==> config.mk <==
export PLATFORM = sky130hd
export DESIGN_NAME = inst_fetch_unit
export DESIGN_NICKNAME = d
export VERILOG_FILES = /design/src/rtl/inst_fetch_unit.sv
export SDC_FILE = /design/constraint.sdc
export NUM_CORES = 1
export LEC_CHECK = 0
export BUFFER_PORTS_ARGS = -buffer_cell sky130_fd_sc_hd__buf_2
export CORE_MARGIN = 1.5
export CORE_UTILIZATION = 52
export CTS_CLUSTER_DIAMETER = 100
export DETAILED_ROUTE_END_ITERATION = 8
export GPL_TIMING_DRIVEN = 0
export HOLD_SLACK_MARGIN = 0.1
export PLACE_DENSITY = 0.76
export SETUP_SLACK_MARGIN = 0.05
export SLEW_MARGIN = 0
export SYNTH_ARGS = -nofsm -noshare
export SYNTH_HDL_FRONTEND = slang
export SYNTH_SLANG_ARGS = --single-unit
==> constraint.sdc <==
create_clock -name clk -period 7.55 [get_ports clk]
set_clock_uncertainty 0.2 [all_clocks]
set_input_delay 0.755 -clock clk [delete_from_list [all_inputs] [get_ports clk]]
set_output_delay 0.755 -clock clk [all_outputs]
set_load 0.01 [all_outputs]
==> src/rtl/inst_fetch_unit.sv <==
// Instruction fetch stage: owns the PC, fetches words over a req/ack handshake
// and buffers {pc, inst} in a small circular FIFO for the decode stage.
module inst_fetch_unit #(
  parameter logic [31:0] RESET_PC = 32'h0000_0000,
  parameter int          DEPTH    = 2
) (
  input  logic        clk,
  input  logic        rst_n,
  output logic        imem_req,
  output logic [31:0] imem_addr,
  input  logic        imem_ack,
  input  logic [31:0] imem_rdata,
  input  logic        branch_taken,
  input  logic [31:0] branch_target,
  input  logic        jump,
  input  logic [31:0] jump_target,
  output logic        inst_valid,
  input  logic        inst_ready,
  output logic [31:0] inst,
  output logic [31:0] inst_pc,
  output logic [5:0]  opcode
);

  localparam int PTR_W = $clog2(DEPTH);
  localparam int CNT_W = $clog2(DEPTH + 1);
  localparam logic [CNT_W-1:0] FULL_CNT = CNT_W'(DEPTH);
  localparam logic [PTR_W-1:0] LAST_PTR = PTR_W'(DEPTH - 1);

  typedef enum logic [1:0] {IDLE, BUSY, DRAIN} state_t;

  state_t            state_q, state_d;
  logic [31:0]       fetch_pc_q, fetch_pc_d;
  logic [31:0]       drain_addr_q, drain_addr_d;
  logic [PTR_W-1:0]  wptr_q, wptr_d;
  logic [PTR_W-1:0]  rptr_q, rptr_d;
  logic [CNT_W-1:0]  count_q, count_d;
  logic [31:0]       pc_mem_q   [DEPTH];
  logic [31:0]       inst_mem_q [DEPTH];

  logic              redirect;
  logic [31:0]       redirect_pc;
  logic              push;
  logic              pop;
  logic [CNT_W-1:0]  occ_after_pop;

  function automatic logic [PTR_W-1:0] next_ptr(input logic [PTR_W-1:0] p);
    return (p == LAST_PTR) ? '0 : p + PTR_W'(1);
  endfunction

  always_comb begin
    redirect      = jump | branch_taken;
    redirect_pc   = jump ? {jump_target[31:2], 2'b00} : {branch_target[31:2], 2'b00};
    inst_valid    = (count_q != '0) && !redirect;
    pop           = inst_valid && inst_ready;
    push          = (state_q == BUSY) && imem_ack && !redirect;
    occ_after_pop = count_q - CNT_W'(pop);
    count_d       = occ_after_pop + CNT_W'(push);
    wptr_d        = push ? next_ptr(wptr_q) : wptr_q;
    rptr_d        = pop ? next_ptr(rptr_q) : rptr_q;
    fetch_pc_d    = push ? fetch_pc_q + 32'd4 : fetch_pc_q;
    drain_addr_d  = drain_addr_q;
    state_d       = state_q;

    if (redirect) begin
      count_d    = '0;
      wptr_d     = '0;
      rptr_d     = '0;
      fetch_pc_d = redirect_pc;
    end

    case (state_q)
      IDLE: begin
        if (!redirect && occ_after_pop < FULL_CNT) state_d = BUSY;
      end
      BUSY: begin
        if (redirect) begin
          // The request already on the bus must complete; remember its address.
          if (imem_ack) begin
            state_d = IDLE;
          end else begin
            state_d      = DRAIN;
            drain_addr_d = fetch_pc_q;
          end
        end else if (imem_ack && count_d >= FULL_CNT) begin
          state_d = IDLE;
        end
      end
      DRAIN: begin
        if (imem_ack) state_d = IDLE;
      end
      default: state_d = IDLE;
    endcase

    imem_req  = (state_q != IDLE);
    imem_addr = (state_q == DRAIN) ? drain_addr_q : fetch_pc_q;
    inst      = inst_mem_q[rptr_q];
    inst_pc   = pc_mem_q[rptr_q];
    opcode    = inst[31:26];
  end

  always_ff @(posedge clk or negedge rst_n) begin
    if (!rst_n) begin
      state_q      <= IDLE;
      fetch_pc_q   <= RESET_PC;
      drain_addr_q <= RESET_PC;
      wptr_q       <= '0;
      rptr_q       <= '0;
      count_q      <= '0;
    end else begin
      state_q      <= state_d;
      fetch_pc_q   <= fetch_pc_d;
      drain_addr_q <= drain_addr_d;
      wptr_q       <= wptr_d;
      rptr_q       <= rptr_d;
      count_q      <= count_d;
    end
  end

  // Storage needs no reset: occupancy alone decides what is valid.
  always_ff @(posedge clk) begin
    if (push) begin
      pc_mem_q[wptr_q]   <= fetch_pc_q;
      inst_mem_q[wptr_q] <= imem_rdata;
    end
  end

endmodule

# Yosys cells after proc, flatten, opt, wreduce, memory -nomap -nowiden
# Memory sizes are Yosys's and may differ from the RTL's.
# Index checks and enable logic that the tools add are counted.
[op_classes]
muxes = 19
bitwise = 2
n_reduce_logical = 14
div_mod_pow = 0
order_cmp = 2
n_mul = 0
n_addsub = 5
eq_ne = 5
shift = 0
[ops]
columns = ["op", "count"]
rows = [
  ["32-bit two-way mux", 4],
  ["32-bit by 3-bit adder with 32-bit output, second input constant", 1],
  ["2-bit two-way mux", 6],
  ["1-bit two-way mux", 8],
  ["2-bit nonzero test", 4],
  ["1-bit logical AND", 6],
  ["2-bit one-hot mux with 3 select lines", 1],
  ["3-bit AND reduction", 2],
  ["2-bit != test, second input constant", 2],
  ["3-bit by 2-bit != test with 1-bit output, second input constant", 1],
  ["1-bit adder, second input constant", 2],
  ["2-bit by 1-bit adder with 2-bit output", 1],
  ["2-bit by 1-bit equality test with 1-bit output, second input constant", 1],
  ["2-bit equality test, second input constant", 1],
  ["2-bit greater-or-equal comparator, second input constant", 1],
  ["2-bit logical NOT", 1],
  ["2-bit < comparator, second input constant", 1],
  ["2-bit by 1-bit subtractor with 2-bit output", 1],
  ["1-bit logical NOT", 1],
  ["1-bit inverter", 1],
  ["1-bit bitwise OR", 1],
]
[totals]
inputBits = 102
elab_cells = 55
register_bits = 70
out_inout_bits = 104
mem_count = 2
latch_bits = 0
mem_bits_rw = 128
rom_bits = 0
[mem_list]
columns = ["name", "words", "width", "read_ports", "rd_ports_with_merged_regs", "write_ports", "line", "rtl"]
rows = [
  ["inst_mem_q", 2, 32, 1, 0, 1, "38", "logic [31:0] inst_mem_q [DEPTH];"],
  ["pc_mem_q", 2, 32, 1, 0, 1, "37", "logic [31:0] pc_mem_q [DEPTH];"],
]

# Longest topological paths before layout
# Gate-level depths: netlist of run 1.
[logic_depth]
depth_word = 12
depth_mapped = 12
mapped_depth_nobuf = 10

# Worst setup path before layout of run 1
# OpenSTA, ideal clock, no wires.
[synth_path]
path_kind = "input to register"
start = "input branch_taken"
end = "memory inst_mem_q[0][0], enable pin"
t_required_ns = 6.792
setup_time_ns = 0.558
setup_slack_ns = 1.137
n_path_buf = 2
path_stages = 4
t_arrival_ns = 5.655
path_cell_list = "buf_4 -> or2_2 -> clkbuf_1 -> nor3_1"
[synth_between]
elab_chain_cells = 5
[synth_lines]
columns = ["item", "line", "rtl"]
rows = [
  ["start, declared", "13", "input logic branch_taken,"],
  ["1-bit bitwise OR", "51", "redirect = jump | branch_taken;"],
  ["1-bit logical NOT", "55", "push = (state_q == BUSY) && imem_ack && !redirect;"],
  ["1-bit logical AND", "55", ""],
  ["1-bit two-way mux", "121", "if (push) begin"],
  ["1-bit two-way mux (not written as such)", "123", "inst_mem_q[wptr_q] <= imem_rdata;"],
  ["end, declared", "38", ""],
]
# Every way passes these cells.

# Worst setup path after layout of run 1
[layout_path]
start = "register state_q[0]"
end = "output imem_addr[27]"
[layout_between]
elab_chain_cells = 2
[layout_lines]
columns = ["item", "line", "rtl"]
rows = [
  ["start, declared", "31", "state_t state_q, state_d;"],
  ["start signal, assigned", "110", "state_q <= state_d;"],
  ["2-bit equality test", "95", "imem_addr = (state_q == DRAIN) ? drain_addr_q : fetch_pc_q;"],
  ["32-bit two-way mux", "95", ""],
  ["end, declared", "10", "output logic [31:0] imem_addr,"],
]
# Every way passes these cells.

==> results of run 1 <==
## sequential cells by signal (all words and copies together) (netlist names)
name,count
count_q,2
drain_addr_q,30
fetch_pc_q,30
wptr_q,1
rptr_q,1
pc_mem_q,60
state_q,2
inst_mem_q,64
## cell families (layout without fill, tap and decap cells)
| family | Yosys count | count (layout) |
|---|---|---|
| other | 1 | 4 |
| adders and majority gates | 3 | 3 |
| muxes | 117 | 117 |
| xor gates and xnor gates | 22 | 22 |
| AOI/OAI and AO/OA | 86 | 86 |
| and+or+nand+nor | 124 | 124 |
| DFF | 190 | 190 |
| buffers and inverters | 60 | 294 |
## how the worst max path moves through the flow
stage | slack, ps | end | startpoint
2_1_floorplan | 1140 | inst_mem_q[0][0] | branch_taken
3_3_place_gp | -1570 | pc_mem_q[0][21] | branch_taken
3_5_place_dp | 4490 | inst_mem_q[0][18] | branch_taken
4_1_cts | 4200 | opcode[4] | rptr_q
5_1_grt | 4050 | imem_addr[27] | state_q[0]
6_report | 4190 | imem_addr[27] | state_q[0]
## power by group through the flow
stage	logic, mW	clock network [mW]	registers (mW)
floorplan	0.187	0	1.25
global placement	0.273	0	1.27
detailed placement	0.284	0	1.27
CTS	0.285	0.863	1.25
global route	0.308	0.905	1.27
finish	0.285	0.853	1.26
## synthesized netlist by cell type, types with 12 or more instances
cell | n | area (um2)
sky130_fd_sc_hd__dfrtp_1 | 66 | 1650
sky130_fd_sc_hd__xor2_1 | 14 | 123
sky130_fd_sc_hd__mux2_4 | 20 | 300
sky130_fd_sc_hd__o21ai_0 | 18 | 90.1
sky130_fd_sc_hd__mux2_2 | 92 | 1040
sky130_fd_sc_hd__nand2_1 | 33 | 124
sky130_fd_sc_hd__inv_1 | 15 | 56.3
sky130_fd_sc_hd__nor2b_1 | 12 | 75.1
sky130_fd_sc_hd__nor2_1 | 16 | 60.1
sky130_fd_sc_hd__a21oi_1 | 22 | 110
sky130_fd_sc_hd__a211oi_1 | 13 | 97.6
sky130_fd_sc_hd__clkbuf_1 | 17 | 63.8
sky130_fd_sc_hd__edfxtp_1 | 124 | 3720
## cell type report
class	count	area, um2	area share (%)
Sequential cell	190	5380	51.2
Multi-Input combinational cell	356	2910	27.7
Timing Repair Buffer	202	1060	10.1
Clock buffer	17	425	4.05
Buffer	45	278	2.64
Tap cell	216	270	2.57
Clock inverter	15	134	1.27
Inverter	15	56.3	0.536
## metrics by stage
step	utilization, %	total power [mW]	setup slack, ps
3_3_place_gp	61.6	1.54	-1570
5_1_grt	65.6	2.48	4050
2_1_floorplan	-	1.44	1140
4_1_cts	65.6	2.40	4200
6_report	65.6	2.39	4190
3_5_place_dp	62.1	1.56	4490
## per-layer routing
metal,global-route usage (%),wire [um],part of all wire [%]
met5,0,0,0
met4,7.28,348,1.7
met3,5.29,1520,7.6
met2,38.8,9830,49
met1,31.8,8390,42
==> impl_metrics.py, run 1 <==
metrics = {
    "global_routing": {
        "grt_antenna_before_repair": 0,
        "grt_max_degree": 67,
        "global_route_wire_length_before_repair_um": 32100,
        "number_of_global_route_vias_before_repair": 6009,
        "overflow": 0,
        "grt.total_usage_pct": 23.7,
    },
    "worst_setup_path": {
        "timing.critical_path.required_ps": 6590,
        "worst-endpoint-arrival_ps": 2400,
        "r2r_cells": 6,
        "capture_point_of_the_worst_reg_to_reg_path": "fetch_pc_q[14]",
        "worst_path_dominant_cell_family": "buffers and inverters",
        "reg2reg_setup_slack_ps": 5180,
        "slowest_delay_ps": 450,
        "crit_fanout": 10,
        "cp_slowest_cell": "sky130_fd_sc_hd__buf_1",
        "startpoint_type": "flop",
        "worstPathCellList": "nor2b_1 -> clkbuf_1 -> buf_1 -> mux2_2 -> buf_2",
        "kind_of_end_point_of_the_critical_path": "output pin",
        "critical_path.n_buffers_inverters": 3,
        "crit_cells": 5,
        "worst-setup-path-type": "flop to output pin",
        "r2r-start": "fetch_pc_q[3]",
    },
    "clock_tree": {
        "insertion_delay_ps": 420,
        "holdBufCountCts": 0,
        "cts_made_buffers": 17,
        "clk_transition_reported_paths_ps": 70,
        "ctsLongestPathBuffers": 2,
        "clkSinkCount": 190,
        "post_cts.resized_instances": 0,
        "root_buffer": "sky130_fd_sc_hd__clkbuf_16",
        "cts_post_setup_buffers_inserted": 0,
        "htree_levels": 4,
        "cts_tree": "built",
    },
    "die": {
        "design.core.area_mm2": 0.0160,
        "starting_utilization_of_the_core_area_pct": 53.7,
        "io_pins": 206,
        "number_of_rows_in_the_core_area": 46,
        "fp.dieH_um": 132,
        "fp.dieArea_mm2": 0.0173,
        "fp.dieW_um": 132,
    },
    "yosys": {
        "synth_edf_count": 124,
        "post_synth_fa_ha_maj_area_fraction_pct": 0.437,
        "postSynthRegisterBits": 190,
        "synthesis.area_per_instance_um2": 14.3,
        "fraction_of_the_mapped_netlist_area_in_compound_gates_pct": 6.52,
        "post_synth_and_or_nand_nor_area_fraction_pct": 8.14,
        "synth_mux_area_share_pct": 16.2,
        "postSynthCellCount": 603,
        "ys_warn_count": 0,
        "post_synth_xor_area_fraction_pct": 2.24,
        "seq_area_frac_synth_pct": 62.6,
        "most_common_flop_cell_mapped_by_yosys": "sky130_fd_sc_hd__edfxtp_1",
        "ys_types": 63,
        "asyncSetResetFlopFracSynth_pct": 34.7,
        "cell_area_after_synthesis_mm2": 0.00859,
        "dominant_combinational_cell_family_by_area_after_synthesis": "multiplexers",
    },
    "timing": {
        "period_share_pct": 44.5,
        "min_period_ps": 3360,
        "timing.slew.headroom_pct": 39.3,
        "slew_violations": 0,
        "unrepaired_setup_endpoints_after_global_routing": "false",
        "minimum_hold_slack_ps": 227,
        "finalSetupViolations": 0,
        "setup-tns-final_ps": 0,
        "max_freq_ghz": 0.298,
        "final_hold_viol_count": 0,
        "timing_worst_slew_pin_value_ps": 910,
    },
    "pwr": {
        "p_int_mw": 1.80,
        "power.share.combinational_pct": 11.9,
        "p_clk_share_pct": 35.6,
        "seqPwrFrac_pct": 52.5,
        "peakVddDrop_mv": 0.159,
        "pwr_density_cell_mw_per_mm2": 228,
        "sw_frac_of_total_pct": 24.7,
        "sw_pwr_uw": 592,
        "p_leak_nw": 4.29,
    },
    "min_path": {
        "min_path_type": "input port to asynchronous set/reset pin",
    },
    "routing": {
        "residual_antenna_violating_net_count_after_detailed_routing": 0,
        "routed_wl_um": 20100,
        "drtPass1Iterations": 6,
        "route.detailed.drc": 0,
        "detail_route.wl_per_cell_um": 19.0,
        "via_count": 5855,
        "avgViaCountPerCell": 5.54,
        "iteration_0_drc_markers": 485,
    },
    "placed_design": {
        "place_inst": 1024,
        "placedInstanceArea_mm2": 0.00994,
        "final_weighted_congestion_in_routability_driven_placement": 0.855,
        "hpwlAfterDp_um": 14200,
        "port_buffers": 196,
    },
    "final_layout": {
        "most-common-layout-cells": "sky130_fd_sc_hd__buf_2, sky130_fd_sc_hd__edfxtp_1, sky130_fd_sc_hd__mux2_2",
        "final_design_area_no_fill_mm2": 0.0105,
        "fin_cells": 1056,
        "final.fill_count": 1249,
        "layout-drive-gt1-share_pct": 46.3,
        "leading_cell_type_in_the_layout_fill_and_taps_excluded": "sky130_fd_sc_hd__buf_2",
        "finish.net_count": 932,
        "syn_to_final_growth_pct": 22.2,
        "n_antenna_cell": 0,
    },
    "outcome": {
        "status": "finished clean",
    },
    "job": {
        "max_cap_viol_count": 0,
    },
}
Note: power is estimated with default switching activity, not from simulation.
==> inputs of run 2 (changes only) <==
CORE_UTILIZATION = 49   (was 52)
PLACE_DENSITY = 0.75   (was 0.76)
clock period = 2.7 ns   (was 7.55 ns; I/O delays follow)
==> impl_metrics.py, run 2 (synthesized netlist as in run 1, its figures left out) <==
metrics = {
    "final_layout": {
        "registers.top_by_ff_count": "inst_mem_q",
        "layout-drive-gt1-share_pct": 43.6,
        "syn_to_final_growth_pct": 33.9,
        "largest_register_ff_count": 64,
        "most-common-layout-cells": "sky130_fd_sc_hd__buf_2, sky130_fd_sc_hd__edfxtp_1, sky130_fd_sc_hd__mux2_2",
        "fin_cells": 1150,
        "n_antenna_cell": 0,
        "final_design_area_no_fill_mm2": 0.0115,
        "layout_top_registers": "inst_mem_q x64, pc_mem_q x60",
        "finish.net_count": 1017,
        "leading_cell_type_in_the_layout_fill_and_taps_excluded": "sky130_fd_sc_hd__buf_2",
    },
    "clock_tree": {
        "root_buffer": "sky130_fd_sc_hd__clkbuf_16",
        "ctsLongestPathBuffers": 2,
        "cts_made_buffers": 17,
        "clk_transition_reported_paths_ps": 80,
        "cts_tree": "built",
        "insertion_delay_ps": 430,
        "htree_levels": 4,
        "clkSinkCount": 190,
    },
    "worst_setup_path": {
        "worst-endpoint-arrival_ps": 2130,
        "worst-setup-path-type": "flop to output pin",
        "crit_fanout": 10,
        "startpoint_type": "flop",
        "timing.critical_path.required_ps": 2230,
        "kind_of_end_point_of_the_critical_path": "output pin",
    },
    "timing": {
        "timing.slew.headroom_pct": 36.1,
        "max_freq_ghz": 0.384,
        "final_hold_viol_count": 0,
        "timing_worst_slew_pin_value_ps": 955,
        "finalSetupViolations": 0,
        "setup-tns-final_ps": 0,
        "unrepaired_setup_endpoints_after_global_routing": "true",
        "slew_violations": 0,
        "min_period_ps": 2600,
        "period_share_pct": 96.4,
    },
    "placed_design": {
        "placedInstanceArea_mm2": 0.0100,
        "port_buffers": 196,
        "hpwlAfterDp_um": 14100,
        "final_weighted_congestion_in_routability_driven_placement": 0.888,
        "place_inst": 1031,
    },
    "die": {
        "fp.dieW_um": 135,
        "fp.dieArea_mm2": 0.0183,
        "fp.dieH_um": 135,
        "design.core.area_mm2": 0.0172,
        "io_pins": 206,
        "starting_utilization_of_the_core_area_pct": 49.9,
        "number_of_rows_in_the_core_area": 48,
    },
    "routing": {
        "residual_antenna_violating_net_count_after_detailed_routing": 0,
        "iteration_0_drc_markers": 403,
        "route.detailed.drc": 0,
        "drtPass1Iterations": 5,
        "detail_route.wl_per_cell_um": 18.4,
        "routed_wl_um": 21200,
        "avgViaCountPerCell": 5.39,
        "via_count": 6198,
    },
    "min_path": {
        "min_path_type": "input port to flop",
    },
    "global_routing": {
        "overflow": 0,
        "global_route_wire_length_before_repair_um": 32800,
        "grt_max_degree": 67,
        "grt_antenna_before_repair": 0,
        "number_of_global_route_vias_before_repair": 6200,
        "grt.total_usage_pct": 23.8,
    },
    "pwr": {
        "p_leak_nw": 4.72,
        "peakVddDrop_mv": 0.483,
        "pwr_density_cell_mw_per_mm2": 595,
    },
    "job": {
        "max_cap_viol_count": 0,
    },
    "outcome": {
        "status": "finished clean",
    },
}
run 2: cell types whose count changed in the layout (fill, tap and decap cells not counted), sizes merged:
cell         previous run  this run
buf                   227       225
dlygate4sd3             0        87
clkinv                  5         7
clkinvlp                3         1
run 2: layer usage:
metal	track usage, %	share of wire [%]	up-vias
li1	-	-	2858
met4	9.56	2.5	0
met3	4.60	6.0	36
met5	0	0	-
met2	39.7	49	240
met1	30.8	42	3064
run 2: timing repair:
item,4_1_cts,5_1_grt
endpoints found under the hold margin,162,0
gates resized for setup,6,15
endpoints found under the setup margin,88,34
hold buffers,87,0
pin swaps,0,1
buffers inserted,0,1
run 2: worst paths after layout:
| path | slack, ps | startpoint | cells after the start | endpoint |
|---|---|---|---|---|
| worst max-delay path | 100 | state_q[0] | 5 | imem_addr[14] |
| worst min-delay path | 110 | branch_target[4] | 4 | fetch_pc_q[4] |
| worst max register to register | 150 | fetch_pc_q[8] | 8 | fetch_pc_q[15] |
| worst min register to register | 290 | drain_addr_q[28] | 2 | drain_addr_q[28] |
| max in group asynchronous | 1370 | rst_n | 2 | fetch_pc_q[2] |
| min in group asynchronous | 310 | rst_n | 2 | drain_addr_q[22] |
run 2: through the flow:
stage	hold WS, ps	worst slack [ps]	utilization [%]	power (mW)
finish	113	96.5	66.7	6.85
global route	128	37.6	66.7	7.11
CTS	101	30.7	66.4	6.88
detailed placement	247	251	58.1	4.36
global placement	252	-1220	57.4	4.32
floorplan	-226	-218	-	4.03
run 2: layout make-up:
| type | instances | area, um2 |
|---|---|---|
| clock inverter | 15 | 136 |
| tap | 225 | 282 |
| timing repair buffer | 288 | 1970 |
| clock buffer | 17 | 425 |
| inverter | 15 | 56.3 |
| sequential | 190 | 5380 |
| multi-input combinational | 356 | 2940 |
| fill | 1279 | 5730 |
| buffer | 44 | 309 |
run 2: where the power goes:
part / leakage, nW / internal, mW / total [mW] / switching, mW
clock: 0.276 / 1.29 / 2.41 / 1.13
combinational: 2.53 / 0.531 / 0.928 / 0.398
sequential: 1.91 / 3.33 / 3.51 / 0.181
run 2: worst max-delay path, cell delays in order, from the launching register on:
cell and delay [ps]:
sky130_fd_sc_hd__dfrtp_1 460, sky130_fd_sc_hd__nor2b_1 130, sky130_fd_sc_hd__clkbuf_2 290, sky130_fd_sc_hd__buf_4 270, sky130_fd_sc_hd__mux2_2 400, sky130_fd_sc_hd__buf_2 150
==> inputs of run 3 (changes only) <==
ABC_AREA = 1   (was unset)
CORE_ASPECT_RATIO = 1.75   (was unset)
==> impl_metrics.py, run 3 <==
metrics = {
    "die": {
        "fp.dieArea_mm2": 0.0187,
        "fp.dieH_um": 180,
        "io_pins": 206,
        "number_of_rows_in_the_core_area": 64,
        "design.core.area_mm2": 0.0175,
        "starting_utilization_of_the_core_area_pct": 50.1,
        "fp.dieW_um": 104,
    },
    "timing": {
        "final_hold_viol_count": 0,
        "slew_violations": 0,
        "min_period_ps": 2570,
        "max_freq_ghz": 0.389,
        "smallest_setup_slack_after_layout_ps": 128,
        "minimum_hold_slack_ps": 122,
        "timing.slew.headroom_pct": 39.5,
        "finalSetupViolations": 0,
        "setup-tns-final_ps": 0,
        "timing_worst_slew_pin_value_ps": 908,
        "unrepaired_setup_endpoints_after_global_routing": "true",
        "period_share_pct": 95.3,
    },
    "worst_setup_path": {
        "slowest_delay_ps": 560,
        "r2r-start": "state_q[1]",
        "startpoint_type": "flop",
        "kind_of_end_point_of_the_critical_path": "flop",
        "worstPathCellList": "nor2_4 -> nand2_2 -> nor2_2 -> inv_1 -> nor2_4 -> buf_12",
        "capture_point_of_the_worst_reg_to_reg_path": "inst_mem_q[1][0]",
        "crit_fanout": 24,
        "timing.critical_path.required_ps": 2630,
        "worst-setup-path-type": "flop to flop",
        "r2r_cells": 6,
        "worst_path_dominant_cell_family": "simple AND/OR/NAND/NOR gates",
        "critical_path.n_buffers_inverters": 2,
        "cp_slowest_cell": "sky130_fd_sc_hd__nor2_4",
        "reg2reg_setup_slack_ps": 130,
        "critPathMostFrequentCell": "sky130_fd_sc_hd__nor2_4",
        "worst-endpoint-arrival_ps": 2500,
    },
    "yosys": {
        "synth_top_cell_area_share_pct": 42.6,
        "most_common_flop_cell_mapped_by_yosys": "sky130_fd_sc_hd__edfxtp_1",
        "netlist_top_cells_count": "sky130_fd_sc_hd__edfxtp_1, sky130_fd_sc_hd__nor2_1, sky130_fd_sc_hd__nand2_1",
        "yosysTopAreaCell": "sky130_fd_sc_hd__edfxtp_1",
        "postSynthRegisterBits": 190,
        "asyncSetResetFlopFracSynth_pct": 34.7,
        "ys_types": 35,
        "ys_warn_count": 0,
        "seq_area_frac_synth_pct": 61.5,
        "postSynthCellCount": 832,
        "synth_top_cells_by_area": "sky130_fd_sc_hd__edfxtp_1, sky130_fd_sc_hd__dfrtp_1, sky130_fd_sc_hd__mux2_2",
        "synth_most_common_cell": "sky130_fd_sc_hd__edfxtp_1",
        "synth_edf_count": 124,
        "synthesis.area_per_instance_um2": 10.5,
        "cell_area_after_synthesis_mm2": 0.00874,
    },
    "placed_design": {
        "hpwlAfterDp_um": 17100,
        "port_buffers": 196,
        "placement.setup.worst_slack_ps": 130,
        "final_weighted_congestion_in_routability_driven_placement": 0.959,
    },
    "final_layout": {
        "seq_area_mm2": 0.00538,
        "layout_top_registers": "inst_mem_q x64, pc_mem_q x60",
        "syn_to_final_growth_pct": 33.0,
        "leading_cell_type_in_the_layout_fill_and_taps_excluded": "sky130_fd_sc_hd__buf_2",
        "layout-drive-gt1-share_pct": 29.6,
        "n_antenna_cell": 0,
        "largest_register_ff_count": 64,
        "most-common-layout-cells": "sky130_fd_sc_hd__buf_2, sky130_fd_sc_hd__edfxtp_1, sky130_fd_sc_hd__nor2_1",
        "multi_input_area_mm2": 0.00291,
        "finish.net_count": 1250,
        "registers.top_by_ff_count": "inst_mem_q",
        "final.fill_count": 1378,
    },
    "outcome": {
        "status": "finished clean",
    },
    "routing": {
        "iteration_0_drc_markers": 626,
        "via_count": 7373,
        "avgViaCountPerCell": 5.31,
        "drtPass1Iterations": 7,
        "routed_wl_um": 24400,
        "route.detailed.drc": 0,
        "residual_antenna_violating_net_count_after_detailed_routing": 0,
        "detail_route.wl_per_cell_um": 17.6,
    },
    "clock_tree": {
        "clkSinkCount": 190,
        "htree_levels": 4,
        "clk_transition_reported_paths_ps": 70,
        "cts_tree": "built",
        "root_buffer": "sky130_fd_sc_hd__clkbuf_16",
        "cts_made_buffers": 17,
        "insertion_delay_ps": 440,
        "ctsLongestPathBuffers": 2,
    },
    "pwr": {
        "pwr_density_cell_mw_per_mm2": 689,
        "peakVddDrop_mv": 0.432,
        "p_leak_nw": 4.90,
        "power_mw": 8.01,
    },
    "global_routing": {
        "grt_antenna_before_repair": 0,
        "grt_max_degree": 67,
        "grt.total_usage_pct": 26.5,
        "overflow": 0,
        "global_route_wire_length_before_repair_um": 38000,
        "number_of_global_route_vias_before_repair": 7510,
    },
    "job": {
        "max_cap_viol_count": 0,
    },
    "min_path": {
        "holdPathEnd": "fetch_pc_q[30]",
        "number_of_cells_on_the_worst_hold_path": 5,
        "min_path_type": "input port to flop",
        "min_from": "jump_target[30]",
    },
}
==> run 3: changes by cell type after synthesis, sizes merged, moves of 43 or more <==
cell / delta
o21ai: +54
nor2: +115
nand2: +90
mux2: -53
inv: +49
a21oi: +43
==> run 3: through the flow <==
stage	area [um2]	instances	utilization [%]
floorplan	8760	835	-
global placement	10000	1262	57.5
detailed placement	10100	1266	58.1
CTS	11600	1388	66.5
global route	11600	1389	66.6
finish	11600	1389	66.6
==> run 3: kinds of logic (layout without fill, tap and decap cells) <==
group	Yosys count	after routing	synth area share, %
compound gates	154	154	9.23
buf+inv	111	433	5.65
mux	62	62	7.99
xor+xnor	2	2	0.200
flops	190	190	61.5
fa+ha+maj	3	3	0.429
simple gates	309	310	15.0
other cells	1	4	0.0429
==> run 3: layer usage <==
layer	routed length [um]	track usage (%)	vias up
li1	-	-	3475
met4	1320	16.6	0
met3	1090	3.95	76
met5	0	0	-
met2	13000	48.3	309
met1	8980	28.2	3513
==> run 3: worst max-delay path by stage <==
stage	start	endpoint	slack, ps	cells past startpoint
finish	state_q[1]	inst_mem_q[1][0]	130	6
global route	state_q[1]	inst_mem_q[1][2]	10	6
CTS	state_q[1]	imem_addr[28]	60	5
detailed placement	branch_taken	inst_mem_q[0][18]	130	7
global placement	branch_taken	inst_mem_q[0][2]	-1580	6
floorplan	state_q[1]	inst_mem_q[0][0]	-450	5
==> run 3: where the power goes <==
part / switching [mW] / internal, mW
combinational: 1.08 / 0.706
sequential: 0.279 / 3.50
clock: 1.08 / 1.37
total: 2.44 / 5.57
==> run 3: what timing repair did <==
item	CTS	global route
hold buffers	90	0
endpoints found under the hold margin	161	0
resized for setup	0	3
setup buffers	0	0
setup endpoints to repair	0	50
==> run 3: final cells by class <==
type	instances	share of cell area, %
clock buffers	19	3.72
plain buffers	47	2.20
multi-input cells	535	25.0
clock inverters	13	1.19
well taps	231	2.49
flip-flops and latches	190	46.2
repair buffers	290	17.1
inverters	64	2.07
==> run 3: worst register-to-register path, cell delays in order (launching register included) <==
cell                      delay [ps]
sky130_fd_sc_hd__dfrtp_1         440
sky130_fd_sc_hd__nor2_4          190
sky130_fd_sc_hd__nand2_2         110
sky130_fd_sc_hd__nor2_2          240
sky130_fd_sc_hd__inv_1           230
sky130_fd_sc_hd__nor2_4          560
sky130_fd_sc_hd__buf_12          270
